File: src/rtl/program_counter_stack.sv
// Fetch-path program counter: step/byte-step/jump/branch plus call/return via a circular return stack.
// One-cycle registered update; hold freezes all state and no command is ever queued.
module program_counter_stack #(
  parameter int ADDR_W      = 8,
  parameter int BSEL_W      = 2,
  parameter int OFFSET_W    = 6,
  parameter int STACK_DEPTH = 4
) (
  input  logic                             clk,
  input  logic                             rst_n,
  input  logic                             hold,
  input  logic                             update_msbs,
  input  logic                             update_lsbs,
  input  logic                             jump,
  input  logic                             call,
  input  logic                             ret,
  input  logic                             brancher,
  input  logic [ADDR_W-BSEL_W-1:0]         jump_destination,
  input  logic [OFFSET_W-1:0]              branch_offset,
  input  logic                             err_clr,
  output logic [ADDR_W-1:0]                mem_addr,
  output logic [$clog2(STACK_DEPTH):0]     stack_count,
  output logic                             stack_overflow,
  output logic                             stack_underflow
);

  localparam int IDX_W = ADDR_W - BSEL_W;
  localparam int PTR_W = $clog2(STACK_DEPTH);
  localparam int CNT_W = PTR_W + 1;
  localparam logic [CNT_W-1:0] FULL_CNT = CNT_W'(STACK_DEPTH);

  logic [IDX_W-1:0]  r_idx;
  logic [BSEL_W-1:0] r_bsel;
  logic [PTR_W-1:0]  r_wptr;
  logic [CNT_W-1:0]  r_count;
  logic              r_ovf;
  logic              r_unf;
  logic [IDX_W-1:0]  r_stack [STACK_DEPTH];

  logic [IDX_W-1:0]  w_idx_inc;
  logic [IDX_W-1:0]  w_offset;
  logic [IDX_W-1:0]  w_top;
  logic              w_higher;
  logic              w_push;
  logic              w_pop_req;
  logic              w_full;
  logic              w_empty;

  assign w_idx_inc = r_idx + IDX_W'(1);
  assign w_offset  = IDX_W'($signed(branch_offset));
  assign w_top     = r_stack[r_wptr - PTR_W'(1)];
  assign w_full    = (r_count == FULL_CNT);
  assign w_empty   = (r_count == '0);
  // Anything above call in priority masks both stack operations.
  assign w_higher  = hold | update_msbs | update_lsbs | jump;
  assign w_push    = ~w_higher & call;
  assign w_pop_req = ~w_higher & ~call & ret;

  // Entries hold only the instruction index; returns always land on byte 0.
  always_ff @(posedge clk) begin
    if (w_push) r_stack[r_wptr] <= w_idx_inc;
  end

  always_ff @(posedge clk or negedge rst_n) begin
    if (!rst_n) begin
      r_idx   <= '0;
      r_bsel  <= '0;
      r_wptr  <= '0;
      r_count <= '0;
      r_ovf   <= 1'b0;
      r_unf   <= 1'b0;
    end else if (!hold) begin
      if (update_msbs) begin
        r_idx  <= w_idx_inc;
        r_bsel <= '0;
      end else if (update_lsbs) begin
        r_bsel <= r_bsel + BSEL_W'(1);
      end else if (jump) begin
        r_idx  <= jump_destination;
        r_bsel <= '0;
      end else if (call) begin
        r_idx  <= jump_destination;
        r_bsel <= '0;
        r_wptr <= r_wptr + PTR_W'(1);
        if (!w_full) r_count <= r_count + CNT_W'(1);
      end else if (ret) begin
        if (!w_empty) begin
          r_idx   <= w_top;
          r_bsel  <= '0;
          r_wptr  <= r_wptr - PTR_W'(1);
          r_count <= r_count - CNT_W'(1);
        end
      end else if (brancher) begin
        r_idx  <= r_idx + w_offset;
        r_bsel <= '0;
      end
      // A new error in the same cycle beats the clear.
      r_ovf <= (r_ovf & ~err_clr) | (w_push & w_full);
      r_unf <= (r_unf & ~err_clr) | (w_pop_req & w_empty);
    end
  end

  assign mem_addr        = {r_idx, r_bsel};
  assign stack_count     = r_count;
  assign stack_overflow  = r_ovf;
  assign stack_underflow = r_unf;

endmodule
File: config.mk
export PLATFORM = sky130hd
export DESIGN_NAME = program_counter_stack
export DESIGN_NICKNAME = d
export VERILOG_FILES = /design/src/rtl/program_counter_stack.sv
export SDC_FILE = /design/constraint.sdc
export NUM_CORES = 1
export LEC_CHECK = 0
export ABC_CLOCK_PERIOD_IN_PS = 2029
export BUFFER_PORTS_ARGS = -buffer_cell sky130_fd_sc_hd__buf_4
export CAP_MARGIN = 40
export CELL_PAD_IN_SITES_DETAIL_PLACEMENT = 1
export CELL_PAD_IN_SITES_GLOBAL_PLACEMENT = 2
export CORE_UTILIZATION = 34
export CTS_CLUSTER_DIAMETER = 60
export DETAILED_ROUTE_END_ITERATION = 7
export PLACE_DENSITY_LB_ADDON = 0.1
export REMOVE_ABC_BUFFERS = 1
export SETUP_SLACK_MARGIN = 0.5
export SYNTH_ARGS = -nofsm -noshare
export SYNTH_HDL_FRONTEND = slang
export SYNTH_SLANG_ARGS = --single-unit
File: constraint.sdc
create_clock -name clk -period 2.03 [get_ports clk]
set_input_delay 0.1015 -clock clk [delete_from_list [all_inputs] [get_ports clk]]
set_output_delay 0.1015 -clock clk [all_outputs]
set_load 0.01 [all_outputs]
==> key figures <==
Run status
  – Outcome: complete, no violations

Global route
  – GRT overflow: 0
  – Maximum number of pins on one net before global-route repair: 16
  – Number of global-route vias before repair: around 1,900
  – Total Routing Usage GR: 19.3%
  – Wire length of the first global-routing pass: 9.23 mm
  – Antenna violations before repair: 0

Route
  – ANT nets after route: 0
  – Highest routed layer: met4
  – Via density per instance: 5.28
  – Total wire length after detailed routing: 5.79 mm
  – Count of vias placed by the detailed router: 1,630
  – Detail Route met3 WL: 201 um
  – Average wire per cell in the routed design: 18.7 um
  – Number of optimization iterations in the first detailed-route pass: 4
  – Routed length on met1: ~2.5 mm
  – DRC errors left: 0
  – Met2 wire length: 3.02 mm
  – Starting DRC count in detailed routing: between 80 and 90

Placement
  – Port Buf Inserts: 34
  – Dpl hpwl: about 4.2 mm
  – RD Place Congestion: 0.702
  – Placement Cell Area: 0.00252 mm^2

Timing
  – Clock Skew: a little under 0.008 ns
  – Minimum clock period: roughly 1.8 ns
  – Crit share post-route: around 90%
  – Final-report max-slew violation count: 0
  – Tightest Pin Transition: 0.480 ns
  – Sum of negative setup slack: 0 ns
  – Worst slew margin: roughly two thirds
  – Final count of hold timing violations: 0
  – Unrepaired setup endpoints after global routing: true
  – Highest Clock Rate: approximately 540 MHz
  – Final count of negative-setup-slack endpoints: 0

Setup path
  – CP most frequent cell: o21a_1
  – Data arrival time at the worst-slack endpoint: slightly above 2 ns
  – List of cells traversed by the critical path: ha_2, inv_2, fa_2, nor2b_4, o21a_1, o21a_1, o311a_1, o21ai_1
  – Flop2flop setup slack: 0.19 ns
  – Crit path max-delay cell type: dfrtp_1
  – Critical setup path kind: flip-flop to flip-flop
  – R2R Path Start: r_idx[0]$_DFFE_PN0P_
  – Largest driver fanout on the critical path: 2
  – Worst Setup End Kind: flip-flop
  – Required time of the critical path: between 2 and 2.5 ns
  – Critical Path Start Type: flip-flop
  – Register-to-Register Path Depth: 8
  – RR Endpoint: r_idx[4]$_DFFE_PN0P_
  – Delay of the slowest critical-path stage: 0.40 ns

Yosys
  – Syn Inst Count: 178
  – Most repeated cell in the gate-level netlist after synthesis: edfxtp_1
  – Primary FF master, synth: edfxtp_1
  – Largest cells by area after synthesis: edfxtp_1, dfrtp_1, mux4_2
  – Cell type with the highest aggregate area in the netlist: edfxtp_1
  – EDFF count, synth: 24
  – Post-synthesis instance area: approximately 0.0022 mm^2
  – Synthesized flop and latch total: 39
  – List of most frequent post-synthesis cells: edfxtp_1, nand2_1, dfrtp_1
  – Share of the yosys chip area belonging to registers: 50.6%
  – Number of warnings printed during yosys synthesis: 0
  – Synth async-reset ratio: approximately two fifths
  – Unique cell type count in the Yosys netlist: 50
  – Area share of the largest cell type after synthesis: ~33%
  – Mean Syn Cell Area: approximately 12 um^2

Die
  – Die X-Extent: 81.8 um
  – Initial Utilization: a little over a third
  – Die height: 81.8 um
  – CORE AREA: 0.00603 mm^2
  – Top-level port count: 35
  – Num rows: 28
  – Area of the die: roughly 0.0067 mm^2

Power and ir drop
  – Areal power density over the cells: around 1200 mW/mm^2
  – Internal portion of total power: about 0.0022 W
  – Power share of the sequential group: between 30% and 40%
  – Combinational power share: between 40% and 50%
  – Clk pwr share: between 10% and 20%
  – Sw Pwr: between 0.001 and 0.0015 W
  – Leak Pwr: 1.18 nW
  – Switching share of total power: between 30% and 40%
  – Max IR drop VDD: 0.455 mV

Cells and area
  – Utilization of the core after routing: 47.5%
  – Area growth, synth to finish: 32.2%
  – Filler Cells Inserted: 635
  – Layout net count: 267
  – Proportion of layout cells with a drive suffix above 1: slightly above 40%
  – Storage element area: approximately 0.0011 mm^2
  – Total area of multi-input combinational cells: 0.00111 mm^2
  – Final Instance Area: about 0.0029 mm^2
  – Antenna cells: 0

Run
  – Max-Cap Viols: 0

Clocking
  – CTS Root Cell: clkbuf_8
  – # H-tree levels: 2
  – Worst skew pair latency: ~0.29 ns
  – Maximum clock path buffer count: 2
  – Worst-path clk slew: about 0.08 ns
  – Number of clock buffers inserted by TritonCTS: 5
  – CTS sink cnt: 39
  – Clock tree from TritonCTS: done

Worst hold path
  – Hold Crit Class: primary input to flip-flop
  – Endpoint with the worst hold slack: r_bsel[0]$_DFFE_PN0P_
  – Instance count along the most critical hold path: 2
  – Worst Hold Launch: hold
==> area by class of cell <==
| class | count | area share [%] |
|---|---|---|
| Inverter | 9 | 1.18 |
| Clock buffer | 5 | 2.40 |
| Clock inverter | 3 | 1.49 |
| Sequential cell | 39 | 38.4 |
| Multi-Input combinational cell | 124 | 38.9 |
| Timing Repair Buffer | 54 | 14.4 |
| Tap cell | 75 | 3.28 |
==> power by group through the flow <==
| stage | clock [W] | sequential (W) | combinational, W |
|---|---|---|---|
| 2_1_floorplan | 0 | 0.00121 | 0.000683 |
| 3_3_place_gp | 0 | 0.00113 | 0.00120 |
| 3_5_place_dp | 0 | 0.00114 | 0.00123 |
| 4_1_cts | 0.000667 | 0.00112 | 0.00141 |
| 5_1_grt | 0.000710 | 0.00114 | 0.00165 |
| 6_report | 0.000656 | 0.00112 | 0.00152 |
==> cells in the final DEF, fill, tap and decap left out, types with 2 or more instances in the layout <==
cell      instances
clkbuf_8          5
dfrtp_1          13
and3_1            5
nor2_2            2
xnor2_1           4
a211oi_2          3
a21oi_1           5
fa_2              2
o311ai_1          2
ha_1              6
ha_4              3
a21o_1            2
dfrtp_2           2
xor2_1            3
or3_1             3
edfxtp_1         24
nor2b_1           3
o21a_1            2
nand3_1           2
mux4_2            6
inv_1             8
mux2i_1           3
buf_4            52
o21ai_1           7
nor2_1            9
nand2_1          16
o21ai_0           3
==> worst max path at each step <==
| stage | slack, ns | end | startpoint |
|---|---|---|---|
| after floorplan | 0.02 | r_idx[1]$_DFFE_PN0P_ | r_wptr[0]$_DFFE_PN0P_ |
| after global placement | 0.15 | r_idx[4]$_DFFE_PN0P_ | r_idx[0]$_DFFE_PN0P_ |
| after detailed placement | 0.09 | r_idx[0]$_DFFE_PN0P_ | r_wptr[1]$_DFFE_PN0P_ |
| after CTS | 0.22 | r_idx[4]$_DFFE_PN0P_ | r_idx[0]$_DFFE_PN0P_ |
| after global routing | 0.12 | r_idx[4]$_DFFE_PN0P_ | r_idx[0]$_DFFE_PN0P_ |
| final | 0.19 | r_idx[4]$_DFFE_PN0P_ | r_idx[0]$_DFFE_PN0P_ |
==> metrics by stage <==
step | hold WS (ns) | worst slack, ns | power, W | cells
CTS | 0.0625 | 0.219 | 0.00319 | 304
finish | 0.0690 | 0.192 | 0.00330 | 309
detailed placement | -0.0233 | 0.0865 | 0.00237 | 287
floorplan | -0.194 | 0.0243 | 0.00189 | 172
global placement | -0.0248 | 0.153 | 0.00233 | 287
global route | 0.0821 | 0.115 | 0.00350 | 309
==> kinds of logic after synthesis <==
family | synth area share, %
AO/OA/AOI/OAI | 13.1
AND/OR/NAND/NOR | 13.1
adder cells (fa/ha/maj) | 7.63
flip-flops | 50.6
buffers and inverters | 3.29
multiplexers | 8.67
XOR/XNOR | 3.64
==> registers in the layout, indices dropped and copies added, names as in the netlist <==
name,flops
stack_underflow,1
stack_overflow,1
stack_count,3
r_idx,6
r_bsel,2
r_stack,24
r_wptr,2
==> worst max-delay path: cells and delay by family (launching register included) <==
family | cells | cell delay, ns
AO/OA/AOI/OAI | 4 | 0.83
AND/OR/NAND/NOR | 1 | 0.05
adder cells (fa/ha/maj) | 2 | 0.42
flip-flops | 1 | 0.40
buffers and inverters | 1 | 0.06
==> per-layer routing <==
metal | vias to the layer above | GRT usage [%]
li1 | 770 | -
met1 | 814 | 22.7
met2 | 36 | 34.1
met3 | 10 | 3.33
met4 | 0 | 8.42
met5 | - | 0
==> what timing repair did <==
action	in CTS	in global routing
setup endpoints to repair	10	18
endpoints found under the hold margin	15	0
buffers inserted	8	5
hold buffers	1	0
resized for setup	17	11
pin swaps	11	5
No activity file was read; power rests on OpenSTA's default activity.
